==> config.mk <==
export PLATFORM = sky130hd
export DESIGN_NAME = pipeline_ctrl
export DESIGN_NICKNAME = d
export VERILOG_FILES = /design/src/rtl/pipeline_ctrl_pkg.sv /design/src/rtl/pipeline_ctrl_perf_counter.sv /design/src/rtl/pipeline_ctrl.sv
export SDC_FILE = /design/constraint.sdc
export NUM_CORES = 1
export LEC_CHECK = 0
export CORE_ASPECT_RATIO = 1.4
export CORE_MARGIN = 8
export CORE_UTILIZATION = 49
export CTS_CLUSTER_DIAMETER = 80
export CTS_CLUSTER_SIZE = 28
export DETAILED_ROUTE_END_ITERATION = 12
export GPL_TIMING_DRIVEN = 0
export PLACE_DENSITY = 0.95
export REMOVE_ABC_BUFFERS = 1
export SYNTH_ARGS = -nofsm -noshare
export SYNTH_HDL_FRONTEND = slang
export SYNTH_SLANG_ARGS = --single-unit
==> constraint.sdc <==
create_clock -name clk_in -period 3.3 [get_ports clk_in]
set_clock_uncertainty 0.1 [all_clocks]
set_input_delay 0.99 -clock clk_in [delete_from_list [all_inputs] [get_ports clk_in]]
set_output_delay 0.99 -clock clk_in [all_outputs]
set_load 0.005 [all_outputs]
==> src/rtl/pipeline_ctrl_pkg.sv <==
// Shared constants, stage indices and FSM state codes for the pipeline controller.
package pipeline_ctrl_pkg;

  localparam int unsigned STALL_W = 6;

  localparam int unsigned STG_PC  = 0;
  localparam int unsigned STG_IF  = 1;
  localparam int unsigned STG_ID  = 2;
  localparam int unsigned STG_EX  = 3;
  localparam int unsigned STG_MEM = 4;
  localparam int unsigned STG_WB  = 5;

  typedef enum logic [1:0] {
    CtrlIdle  = 2'd0,
    CtrlPend  = 2'd1,
    CtrlRedir = 2'd2
  } ctrl_state_e;

  // Stall vector that holds every stage from PC up to and including 'top'.
  function automatic logic [STALL_W-1:0] stall_upto(input int unsigned top);
    logic [STALL_W-1:0] m;
    for (int unsigned k = 0; k < STALL_W; k++) begin
      m[k] = (k <= top);
    end
    return m;
  endfunction

endpackage

==> src/rtl/pipeline_ctrl_perf_counter.sv <==
// Event counter with synchronous active-low clear and enable; wraps or saturates.
module pipeline_ctrl_perf_counter #(
  parameter int unsigned Width    = 32,
  parameter bit          Saturate = 1'b0
) (
  input  logic             clk_in,
  input  logic             clr_n,
  input  logic             en,
  output logic [Width-1:0] count
);

  logic [Width-1:0] count_q;

  always_ff @(posedge clk_in) begin
    if (!clr_n) begin
      count_q <= '0;
    end else if (en && !(Saturate && (count_q == '1))) begin
      count_q <= count_q + Width'(1);
    end
  end

  assign count = count_q;

endmodule

==> src/rtl/pipeline_ctrl.sv <==
// Pipeline stall arbiter and branch redirect sequencer with stall/flush performance counters.
module pipeline_ctrl
  import pipeline_ctrl_pkg::*;
#(
  parameter int unsigned CNT_W   = 32,
  parameter int unsigned FLUSH_W = 16
) (
  input  logic               clk_in,
  input  logic               rst_in,
  input  logic               rdy_in,
  input  logic               stallreq_if_in,
  input  logic               stallreq_id_in,
  input  logic               stallreq_mem_in,
  input  logic               branch_in,
  input  logic [31:0]        branch_target_in,
  input  logic               redirect_ack_in,
  output logic [STALL_W-1:0] stall_out,
  output logic               branch_or_not,
  output logic               redirect_valid_out,
  output logic [31:0]        redirect_pc_out,
  output logic [CNT_W-1:0]   stall_cycles_out,
  output logic [FLUSH_W-1:0] flush_count_out
);

  ctrl_state_e state_q, state_d;
  logic [31:0] tgt_q, tgt_d;

  always_ff @(posedge clk_in) begin
    if (!rst_in) begin
      state_q <= CtrlIdle;
      tgt_q   <= '0;
    end else begin
      state_q <= state_d;
      tgt_q   <= tgt_d;
    end
  end

  always_comb begin
    state_d       = state_q;
    tgt_d         = tgt_q;
    branch_or_not = 1'b0;
    if (rdy_in) begin
      // Latest branch target always wins, whatever the state.
      if (branch_in) begin
        tgt_d = branch_target_in;
      end
      case (state_q)
        CtrlIdle: begin
          if (branch_in) begin
            if (stallreq_mem_in) begin
              state_d = CtrlPend;
            end else begin
              state_d       = CtrlRedir;
              branch_or_not = 1'b1;
            end
          end
        end
        CtrlPend: begin
          if (!stallreq_mem_in) begin
            state_d       = CtrlRedir;
            branch_or_not = 1'b1;
          end
        end
        CtrlRedir: begin
          // A fresh target arriving with the ack keeps the redirect open for it.
          if (redirect_ack_in && !branch_in) begin
            state_d = CtrlIdle;
          end
        end
        default: state_d = CtrlIdle;
      endcase
    end
    if (!rst_in) begin
      branch_or_not = 1'b0;
    end
  end

  always_comb begin
    stall_out = '0;
    if (rst_in) begin
      if (stallreq_mem_in) begin
        stall_out = stall_upto(STG_MEM);
      end else if (stallreq_id_in) begin
        stall_out = stall_upto(STG_ID);
      end else if (stallreq_if_in || (state_q == CtrlRedir)) begin
        stall_out = stall_upto(STG_IF);
      end
    end
  end

  assign redirect_valid_out = (state_q == CtrlRedir);
  assign redirect_pc_out    = redirect_valid_out ? tgt_q : '0;

  pipeline_ctrl_perf_counter #(
    .Width    (CNT_W),
    .Saturate (1'b0)
  ) u_stall_cnt (
    .clk_in (clk_in),
    .clr_n  (rst_in),
    .en     (rdy_in && (stall_out != '0)),
    .count  (stall_cycles_out)
  );

  pipeline_ctrl_perf_counter #(
    .Width    (FLUSH_W),
    .Saturate (1'b1)
  ) u_flush_cnt (
    .clk_in (clk_in),
    .clr_n  (rst_in),
    .en     (branch_or_not),
    .count  (flush_count_out)
  );

endmodule

==> qor.yml <==
status: "finished clean"
grt_pass1_wl_mm: 17.5
seq_area_um2: 1640
die_x_um: 90.3
grt_use_met2_pct: 34.5
totalPowerFinal_w: 0.00187
viasPerCell: 5.42
grt.met3_usage_pct: 5.50
antenna_found_initial: 0
routedWlPerCell_um: 15.4
cts_buffers: 9
die-height_um: 120
antenna_left: 0
synth_edf_count: 0
clk_pin_slew_ns: 0.07
yosys.area.top_type: "dfxtp_1"
grt.busiest_layer: "met2"
max_freq_ghz: 0.321
slew_headroom_pct: 32.4
finalMaxSlewViolations: 0
placeableCoreArea_um2: 7610
drtIter0Drc: 190
setup_ws_ns: 0.184
drive_above_1_share_pct: 6.25
setup_viol: 0
netlist_area_um2: 3780
dp_hpwl_mm: 7.69
htreeDepth: 3
synthToLayoutAreaGrowth_pct: 40.3
fp.dieArea_um2: 10800
powerDensity_nw_per_um2: 352
finalHoldViolations: 0
r2r_end: "u_stall_cnt.count[26]$_SDFFE_PN0P_"
worst_hold_path.endpoint: "tgt_q[22]$_SDFFE_PN0P_"
dr.pass1.iters: 5
synth.avg_cell_area_um2: 7.96
startpoint_type: "input port"
holdPathStages: 2
drc: 0
hold_slack_ns: 0.351
placed_area_um2: 5070
r2r_cells: 5
fin_setup_tns_ns: 0
crit_fanout: 5
globalplace.congestion: 0.788
r2r_slack_ns: 1.04
grtUsageTotal_pct: 19.3
p_leak_nw: 1.89
finalCritPeriodShare_pct: 94.4
vias: 3752
clock_latency_ns: 0.35
ys_top_cells_by_area: "dfxtp_1 (43%), nand2_1 (9.7%), a21oi_1 (5.8%), and2_1 (5.8%), xnor2_1 (4.4%)"
numPortBuffers: 126
clock_sinks: 82
min_path_type: "reg -> reg"
required_ns: 2.21
min_period_ns: 3.12
clock_path_buffers: 2
synth-main-ff-cell: "dfxtp_1"
max_cap_violations: 0
rsz0062_at_grt: "no"
synth.distinct_cells: 45
cp-end-kind: "output pin"
async_flop_share_pct: 0
nNetsFinal: 629
worstPathArrival_ns: 2.03
setup.worst_path.class: "in -> out"
io_pins: 128
grt_pass1_vias: 3660
grt_max_degree: 72
regToRegStartpoint: "state_q[0]$_SDFFE_PN0P_"
cts_tree: "done"
ys_seq_elements: 82
root_buffer: "clkbuf_8"
grt_overflow: 0
pre_cts_ws_ns: -1.64
tightest_slew_ns: 1.01
met1_usage_pct: 21.0
num-fill-cells: 591
totalWireLength_mm: 10.7
netlist_instances: 475
ys_seq_area_share_pct: 43.4
postLayoutCellArea_um2: 5310
multi_input_area_um2: 2020
vdd_drop_max_mv: 0.278
yosys_warnings: 0
rows: 38
synth_top_area_share_pct: 43.4
initial_core_util_pct: 49.7
antenna_cells: 0
min-delay-start: "tgt_q[22]$_SDFFE_PN0P_"
Yosys cell counts, types with 2 or more instances:
master / instances
ha_1: 2
xnor2_1: 19
xor2_1: 6
and3_1: 3
or4_1: 4
nor4_1: 11
a21oi_1: 44
mux2i_1: 10
nand2_1: 98
buf_4: 3
inv_1: 8
and4_1: 3
o31ai_1: 2
clkbuf_1: 23
buf_2: 2
or3_1: 7
dfxtp_1: 82
o21ai_0: 9
nand2b_1: 5
and2_1: 35
nand4_1: 9
nor4b_1: 2
nor2_1: 37
nor3_1: 11
nand3_1: 20
worst max-delay path by stage:
stage               cells past startpoint                   to                    start
CTS                                     4         stall_out[2]           stallreq_id_in
finish                                  4         stall_out[0]           stallreq_id_in
global route                            4  redirect_pc_out[15]  state_q[0]$_SDFFE_PN0P_
global placement                        4         stall_out[0]                   rst_in
floorplan                               2         stall_out[0]                   rst_in
detailed placement                      4         stall_out[0]                   rst_in
cells by family (layout without fill, tap and decap cells):
logic type	count (synthesis)	count (layout)	share of synthesized area, %
AO/OA/AOI/OAI	63	63	9.26
XOR/XNOR	25	25	5.79
adder cells (fa/ha/maj)	2	2	0.661
buffers and inverters	37	154	4.04
flip-flops	82	82	43.4
multiplexers	10	10	2.65
other	1	1	0.0991
AND/OR/NAND/NOR	255	255	34.1
what timing repair did:
| action | in CTS | in global routing |
|---|---|---|
| resized for setup | 29 | 2 |
| pin swaps | 2 | 0 |
| hold buffers | 0 | 0 |
| setup endpoints to repair | 52 | 1 |
| setup buffers | 1 | 0 |
| cloned | 1 | 0 |
placed cells by master, fill, tap and decap left out, types with 3 or more instances in the layout:
cell type,instances
nand3_1,20
and2_1,35
and3_1,3
nand2b_1,4
or4_1,4
inv_1,7
clkdlybuf4s50_1,118
a21oi_1,44
clkbuf_8,12
nor3_1,11
nor2_1,35
dlygate4sd2_1,4
xor2_1,6
nand2_1,98
mux2i_1,10
nor4_1,11
dfxtp_1,82
or3_1,7
o21ai_0,9
and4_1,3
xnor2_1,19
nand4_1,9
final cells by class:
class	count	share of cell area, %
Clock buffer	14	3.25
Timing Repair inverter	1	0.141
Tap cell	100	2.36
Clock inverter	2	0.189
Sequential cell	82	30.9
Multi-Input combinational cell	356	38.1
Inverter	9	0.849
Timing Repair Buffer	128	24.2
metrics by stage:
step	std cells	utilization, %
finish	692	69.8
CTS	692	69.7
detailed placement	674	66.6
floorplan	447	-
global route	692	69.8
global placement	673	66.4
layer usage:
metal / vias to the layer above / share of wire [%]
met4: 0 / 1.1
met2: 119 / 52
met1: 1796 / 41
met3: 11 / 5.8
li1: 1826 / -
met5: - / 0
critical path, stage by stage:
cell and delay, ns:
clkdlybuf4s50_1 0.45, nor2_4 0.17, a31oi_2 0.12, dlygate4sd2_1 0.29
state kept, by name (all words and copies together) (netlist names):
signal and count:
u_flush_cnt.count 16, u_stall_cnt.count 32, tgt_q 32, state_q 2
where the power goes:
part	total [W]	switching, W	internal (W)
logic	0.000171	0.0000845	0.0000861
registers	0.00102	0.0000131	0.00101
clock network	0.000673	0.000339	0.000334
(Power assumes the default switching activity.)
